[config.mk]
export PLATFORM = sky130hd
export DESIGN_NAME = sync_fifo_mc
export DESIGN_NICKNAME = d
export VERILOG_FILES = /design/src/rtl/fifo_pkg.sv /design/src/rtl/sync_fifo_ch_ctrl.sv /design/src/rtl/sync_fifo_mc.sv
export SDC_FILE = /design/constraint.sdc
export NUM_CORES = 2
export LEC_CHECK = 0
export CAP_MARGIN = 30
export CORE_MARGIN = 4
export CORE_UTILIZATION = 47
export CTS_CLUSTER_SIZE = 16
export DETAILED_ROUTE_END_ITERATION = 6
export GPL_ROUTABILITY_DRIVEN = 1
export PLACE_DENSITY = 0.68
export SLEW_MARGIN = 20
export SYNTH_ARGS = -nofsm -noshare
export SYNTH_HDL_FRONTEND = slang
export SYNTH_SLANG_ARGS = --single-unit
export TNS_END_PERCENT = 30
[constraint.sdc]
create_clock -name clk -period 4.29 [get_ports clk]
set_input_delay 0.6435 -clock clk [delete_from_list [all_inputs] [get_ports clk]]
set_output_delay 0.6435 -clock clk [all_outputs]
set_load 0.01 [all_outputs]
[src/rtl/fifo_pkg.sv]
// Shared FIFO package: pointer-width helper and error bit indices.
// Reused by the FIFOs of this codebase.
package fifo_pkg;

  localparam int ERR_OVF = 0;
  localparam int ERR_UDF = 1;
  localparam int ERR_W   = 2;

  function automatic int ptr_width(input int depth);
    return $clog2(depth) + 1;
  endfunction

endpackage

[src/rtl/sync_fifo_ch_ctrl.sv]
// One channel of sync_fifo_mc: pointers, count, flags, sticky errors.
// Error bits exist only when SYNC_FIFO_MC_ERR_EN is defined.
module sync_fifo_ch_ctrl
  import fifo_pkg::*;
#(
  parameter int DEPTH    = 16,
  parameter int AF_LEVEL = DEPTH - 2,
  parameter int AE_LEVEL = 2,
  localparam int PW      = ptr_width(DEPTH),
  localparam int AW      = PW - 1
) (
  input  logic             clk,
  input  logic             arst_n,
  input  logic             wr_i,
  input  logic             rd_i,
  input  logic             ovf_evt_i,
  input  logic             udf_evt_i,
  input  logic             err_clr_i,
  output logic [AW-1:0]    waddr_o,
  output logic [AW-1:0]    raddr_o,
  output logic [PW-1:0]    count_o,
  output logic             full_o,
  output logic             empty_o,
  output logic             afull_o,
  output logic             aempty_o,
  output logic [ERR_W-1:0] err_o
);

  logic [PW-1:0] wptr_q, wptr_d;
  logic [PW-1:0] rptr_q, rptr_d;
  logic [PW-1:0] cnt_q, cnt_d;
  logic          full_q, empty_q;
  logic          afull_q, aempty_q;

  always_comb begin
    wptr_d = wptr_q + PW'(wr_i);
    rptr_d = rptr_q + PW'(rd_i);
    unique case ({wr_i, rd_i})
      2'b10:   cnt_d = cnt_q + PW'(1);
      2'b01:   cnt_d = cnt_q - PW'(1);
      default: cnt_d = cnt_q;
    endcase
  end

  // Flags come from the next count so they track state with no lag.
  always_ff @(posedge clk or negedge arst_n) begin
    if (!arst_n) begin
      wptr_q   <= '0;
      rptr_q   <= '0;
      cnt_q    <= '0;
      full_q   <= 1'b0;
      empty_q  <= 1'b1;
      afull_q  <= 1'b0;
      aempty_q <= 1'b1;
    end else begin
      wptr_q   <= wptr_d;
      rptr_q   <= rptr_d;
      cnt_q    <= cnt_d;
      full_q   <= (cnt_d == PW'(DEPTH));
      empty_q  <= (cnt_d == '0);
      afull_q  <= (cnt_d >= PW'(AF_LEVEL));
      aempty_q <= (cnt_d <= PW'(AE_LEVEL));
    end
  end

  assign waddr_o  = wptr_q[AW-1:0];
  assign raddr_o  = rptr_q[AW-1:0];
  assign count_o  = cnt_q;
  assign full_o   = full_q;
  assign empty_o  = empty_q;
  assign afull_o  = afull_q;
  assign aempty_o = aempty_q;

`ifdef SYNC_FIFO_MC_ERR_EN
  logic [ERR_W-1:0] err_q, err_d;

  always_comb begin
    err_d = err_q;
    if (err_clr_i) begin
      err_d = '0;
    end else begin
      if (ovf_evt_i) err_d[ERR_OVF] = 1'b1;
      if (udf_evt_i) err_d[ERR_UDF] = 1'b1;
    end
  end

  always_ff @(posedge clk or negedge arst_n) begin
    if (!arst_n) err_q <= '0;
    else         err_q <= err_d;
  end

  assign err_o = err_q;
`else
  logic unused_err;
  assign unused_err = ^{ovf_evt_i, udf_evt_i, err_clr_i};
  assign err_o      = '0;
`endif

endmodule

[src/rtl/sync_fifo_mc.sv]
// Single-clock multi-channel FIFO over one shared memory.
// Sticky overflow/underflow enabled by SYNC_FIFO_MC_ERR_EN.
module sync_fifo_mc
  import fifo_pkg::*;
#(
  parameter int DATA_WIDTH = 32,
  parameter int DEPTH      = 16,
  parameter int NUM_CH     = 4,
  parameter int AF_LEVEL   = DEPTH - 2,
  parameter int AE_LEVEL   = 2,
  localparam int ADDR_WIDTH = $clog2(DEPTH),
  localparam int CH_WIDTH   = $clog2(NUM_CH)
) (
  input  logic                  clk,
  input  logic                  arst_n,
  input  logic                  wEn,
  input  logic [CH_WIDTH-1:0]   wCh,
  input  logic [DATA_WIDTH-1:0] wData,
  input  logic                  rEn,
  input  logic [CH_WIDTH-1:0]   rCh,
  output logic [DATA_WIDTH-1:0] rData,
  output logic [ADDR_WIDTH:0]   rLevel,
  output logic [NUM_CH-1:0]     full,
  output logic [NUM_CH-1:0]     empty,
  output logic [NUM_CH-1:0]     almostFull,
  output logic [NUM_CH-1:0]     almostEmpty,
  input  logic                  errClr,
  output logic [NUM_CH-1:0]     overflow,
  output logic [NUM_CH-1:0]     underflow
);

  localparam int MW = CH_WIDTH + ADDR_WIDTH;

  logic                                  rAcc, wAcc;
  logic [NUM_CH-1:0]                     wr, rd;
  logic [NUM_CH-1:0]                     ovf_evt, udf_evt;
  logic [NUM_CH-1:0][ADDR_WIDTH-1:0]     waddr, raddr;
  logic [NUM_CH-1:0][ADDR_WIDTH:0]       cnt;
  logic [NUM_CH-1:0][ERR_W-1:0]          err;
  logic [DATA_WIDTH-1:0]                 mem_q [2**MW];

  // A full channel still takes a write when it is popped this cycle.
  assign rAcc = rEn & ~empty[rCh];
  assign wAcc = wEn & (~full[wCh] | (rAcc & (rCh == wCh)));

  for (genvar c = 0; c < NUM_CH; c++) begin : g_ch
    assign wr[c]      = wAcc & (wCh == CH_WIDTH'(c));
    assign rd[c]      = rAcc & (rCh == CH_WIDTH'(c));
    assign ovf_evt[c] = wEn & ~wAcc & (wCh == CH_WIDTH'(c));
    assign udf_evt[c] = rEn & ~rAcc & (rCh == CH_WIDTH'(c));

    sync_fifo_ch_ctrl #(
      .DEPTH    (DEPTH),
      .AF_LEVEL (AF_LEVEL),
      .AE_LEVEL (AE_LEVEL)
    ) u_ctrl (
      .clk       (clk),
      .arst_n    (arst_n),
      .wr_i      (wr[c]),
      .rd_i      (rd[c]),
      .ovf_evt_i (ovf_evt[c]),
      .udf_evt_i (udf_evt[c]),
      .err_clr_i (errClr),
      .waddr_o   (waddr[c]),
      .raddr_o   (raddr[c]),
      .count_o   (cnt[c]),
      .full_o    (full[c]),
      .empty_o   (empty[c]),
      .afull_o   (almostFull[c]),
      .aempty_o  (almostEmpty[c]),
      .err_o     (err[c])
    );

    assign overflow[c]  = err[c][ERR_OVF];
    assign underflow[c] = err[c][ERR_UDF];
  end

  // Storage is deliberately left out of reset.
  always_ff @(posedge clk) begin
    if (wAcc) mem_q[MW'({wCh, waddr[wCh]})] <= wData;
  end

  assign rData  = mem_q[MW'({rCh, raddr[rCh]})];
  assign rLevel = cnt[rCh];

endmodule

==> flow_summary.toml <==
[route]
viasPerCell = 6.18
drc = 0
vias = 51300
routedWlPerCell_um = 29.3
ant_nets = 0
wirelength_um = 243000
drtIter0Drc = 6863
dr.pass1.iters = 6

[setup_path]
reg2reg_depth = 14
crit_end = "rData[4]"
arrival_ns = 4.34
critical_path_class = "flop to output port"
endpoint_kind = "output port"
r2r-end = "g_ch[2].u_ctrl.aempty_o"
crit_start = "g_ch[3].u_ctrl.rptr_q[0]"
r2r_setup_slack_ns = 0.32
crit_fanout = 9
start_kind = "flop"
cp.required_ns = 3.65
rr_startpoint = "g_ch[2].u_ctrl.empty_o"

[clock_network]
root_buffer = "clkbuf_16"
clkTransAtPathRegs_ns = 0.06
clock_sinks = 2116
htreeDepth = 4
numCtsBuffers = 206
cts_tree = "built"
clockBufferDepth = 3
clk_latency_ns = 0.86

[logic_synthesis]
postSynthCellCount = 5098
synth_area_sq_um = 84600
synth_adder_area_share_pct = 0.414
ys_warn_count = 0
synthArstFlopShare_pct = 3.21
ys_seq_area_share_pct = 74.7
synthMuxAreaShare_pct = 7.58
synthFlopType = "edfxtp_1"
synth-xor-area-share_pct = 0.435
synth_compound_area_share_pct = 7.76
ys_ff_latch = 2116
synth_top_family_by_area = "compound AO/OA/AOI/OAI gates"
synthSimpleGateAreaFrac_pct = 6.71
yosys.cell_types.count = 54
synth_enable_flop_cells = 2048
synth.avg_cell_area_sq_um = 16.6

[pwr]
p_leak_nw = 35.4
totalPowerFinal_mw = 71.6
p_per_area_nw_per_um2 = 677
vdd_ir_drop_max_v = 0.000563

[place]
dpl.hpwl_um = 144000
io_buffers = 92
place.gp.congestion = 0.837

[floorplan]
io_pins = 102
start_util_pct = 47.3
die_x_um = 432
num_rows = 155
die_area_sq_um = 187000
core-area_sq_um = 179000
die_height_um = 432

[min_path]
hp-class = "primary input to async pin"

[timing]
fin_skew_ns = 0.0484
timing.slew.headroom_pct = 35.2
rsz0062_at_grt = "true"
fmax_ghz = 0.200
finalSetupViolCount = 32
slew_viol_final = 0
setup_slack_ns = -0.698
max_slew.worst_pin.slew_ns = 0.969
period_needed_ns = 4.99
hold_slack_ns = 0.201
period_share_pct = 116
hold_viol = 0

[global_routing]
grt_pass1_wl_um = 348000
grt_pass1_vias = 49900
track_usage_pct = 25.6
grt_max_degree = 65
grt_overflow = 0
antenna_found_initial = 15

[outcome]
violations = "negative setup slack"
outcome = "finished, violations left"

[final_layout]
multi_input_area_sq_um = 23600
drive_above_1_share_pct = 28.0
nNetsFinal = 5834
area_growth_pct = 25.1
nFillCells = 12600
final_util_pct = 59.2
seq_area_sq_um = 63200

[run]
maxCapViolCount = 0
[area by class of cell]
type,instances,share of cell area (%)
repair buffers,835,8.83
clock buffers,253,5.09
flip-flops and latches,2116,59.8
diodes,5,0.0118
clock inverters,127,1.17
well taps,2355,2.79
multi-input cells,2586,22.3
inverters,20,0.0710
[layout by cell type (no fill, tap or decap), types with 65 or more instances in the layout]
cell type | synthesis | layout
and2_1 | 365 | 364
nor2_4 | 0 | 65
a211oi_2 | 0 | 91
edfxtp_1 | 2048 | 2048
a311oi_1 | 192 | 182
nand2_1 | 400 | 397
buf_4 | 44 | 506
clkbuf_16 | 0 | 212
buf_12 | 1 | 154
a2111oi_4 | 0 | 67
nor4_4 | 0 | 69
mux2i_1 | 428 | 427
a211oi_1 | 387 | 289
[synthesized netlist by cell type (44+ instances only)]
library cell  instances  area share, %
nor4_1              131           0.97
mux2_2              101            1.3
nand2_1             400            1.8
nor2_1               79           0.35
dfrtp_1              60            1.8
and2_1              365            2.7
mux2i_1             428            5.1
a211oi_1            387            3.4
buf_4                44           0.39
clkbuf_1            249            1.1
a2111oi_0            96           0.99
a311oi_1            192            2.0
mux4_2               44            1.2
edfxtp_1           2048             73
o21ai_0              72           0.43
buf_2                46           0.27
[where the power goes]
part           switching (mW)  internal (mW)  leakage (nW)
clock network            7.75           10.0          3.23
logic                    16.8           13.1          13.0
registers               0.427           23.5          19.2
total                    25.0           46.7          35.4
[through the flow]
step | setup TNS (ns) | setup WS (ns) | std cells | cell area (sq um)
6_report | -17.35 | -0.698 | 8297 | 106000
5_1_grt | -20.00 | -0.765 | 8293 | 106000
4_1_cts | -18.98 | -0.713 | 8277 | 105000
3_5_place_dp | -134.20 | -2.00 | 7853 | 94000
3_3_place_gp | -120.61 | -2.16 | 7835 | 93800
2_1_floorplan | -20.23 | -0.0437 | 5105 | 84600
[registers in the layout, indices dropped and copies added, names as in the netlist]
signal and count:
g_ch.u_ctrl.rptr_q 16, g_ch.u_ctrl.aempty_o 4, mem_q 2048, g_ch.u_ctrl.full_o 4
g_ch.u_ctrl.count_o 20, g_ch.u_ctrl.wptr_q 16, g_ch.u_ctrl.afull_o 4, g_ch.u_ctrl.empty_o 4
[how the worst min path moves through the flow]
| stage | from | endpoint | depth (start not counted) |
|---|---|---|---|
| floorplan | arst_n | g_ch[0].u_ctrl.afull_o | 0 |
| global placement | g_ch[2].u_ctrl.rptr_q[3] | g_ch[2].u_ctrl.rptr_q[3] | 1 |
| detailed placement | g_ch[1].u_ctrl.wptr_q[2] | g_ch[1].u_ctrl.wptr_q[2] | 1 |
| CTS | wData[8] | mem_q[44][8] | 1 |
| global route | wData[3] | mem_q[36][3] | 1 |
| finish | arst_n | g_ch[1].u_ctrl.count_o[1] | 2 |
[metal layers]
layer	vias up	part of all wire, %	track usage (%)
li1	21700	-	-
met1	26300	38	35.1
met2	2881	47	40.7
met3	471	11	5.66
met4	2	3.7	9.24
met5	-	0.0054	0
[cell families after synthesis]
logic type | Yosys count
fa+ha+maj | 28
compound gates | 840
xor+xnor | 42
flops | 2116
buf+inv | 403
mux | 573
other cells | 1
simple gates | 1095
[worst max-delay path, stage by stage (launching register included)]
cell	delay, ns
dfrtp_1	0.39
mux4_4	0.72
buf_12	0.22
buf_8	0.16
buf_16	0.14
and2_1	0.17
a211oi_2	0.28
a2111oi_4	0.08
buf_4	0.17
nor4_4	0.65
nor4_4	0.07
buf_4	0.18
buf_4	0.13
buf_2	0.13
[timing repair]
item,in CTS,in global routing
pin swaps,97,39
hold buffers,1,0
gates cloned,26,4
resized for setup,727,163
buffers inserted,49,20
hold endpoints to repair,38,0
setup endpoints to repair,35,36
Note: power is estimated with default switching activity, not from simulation.
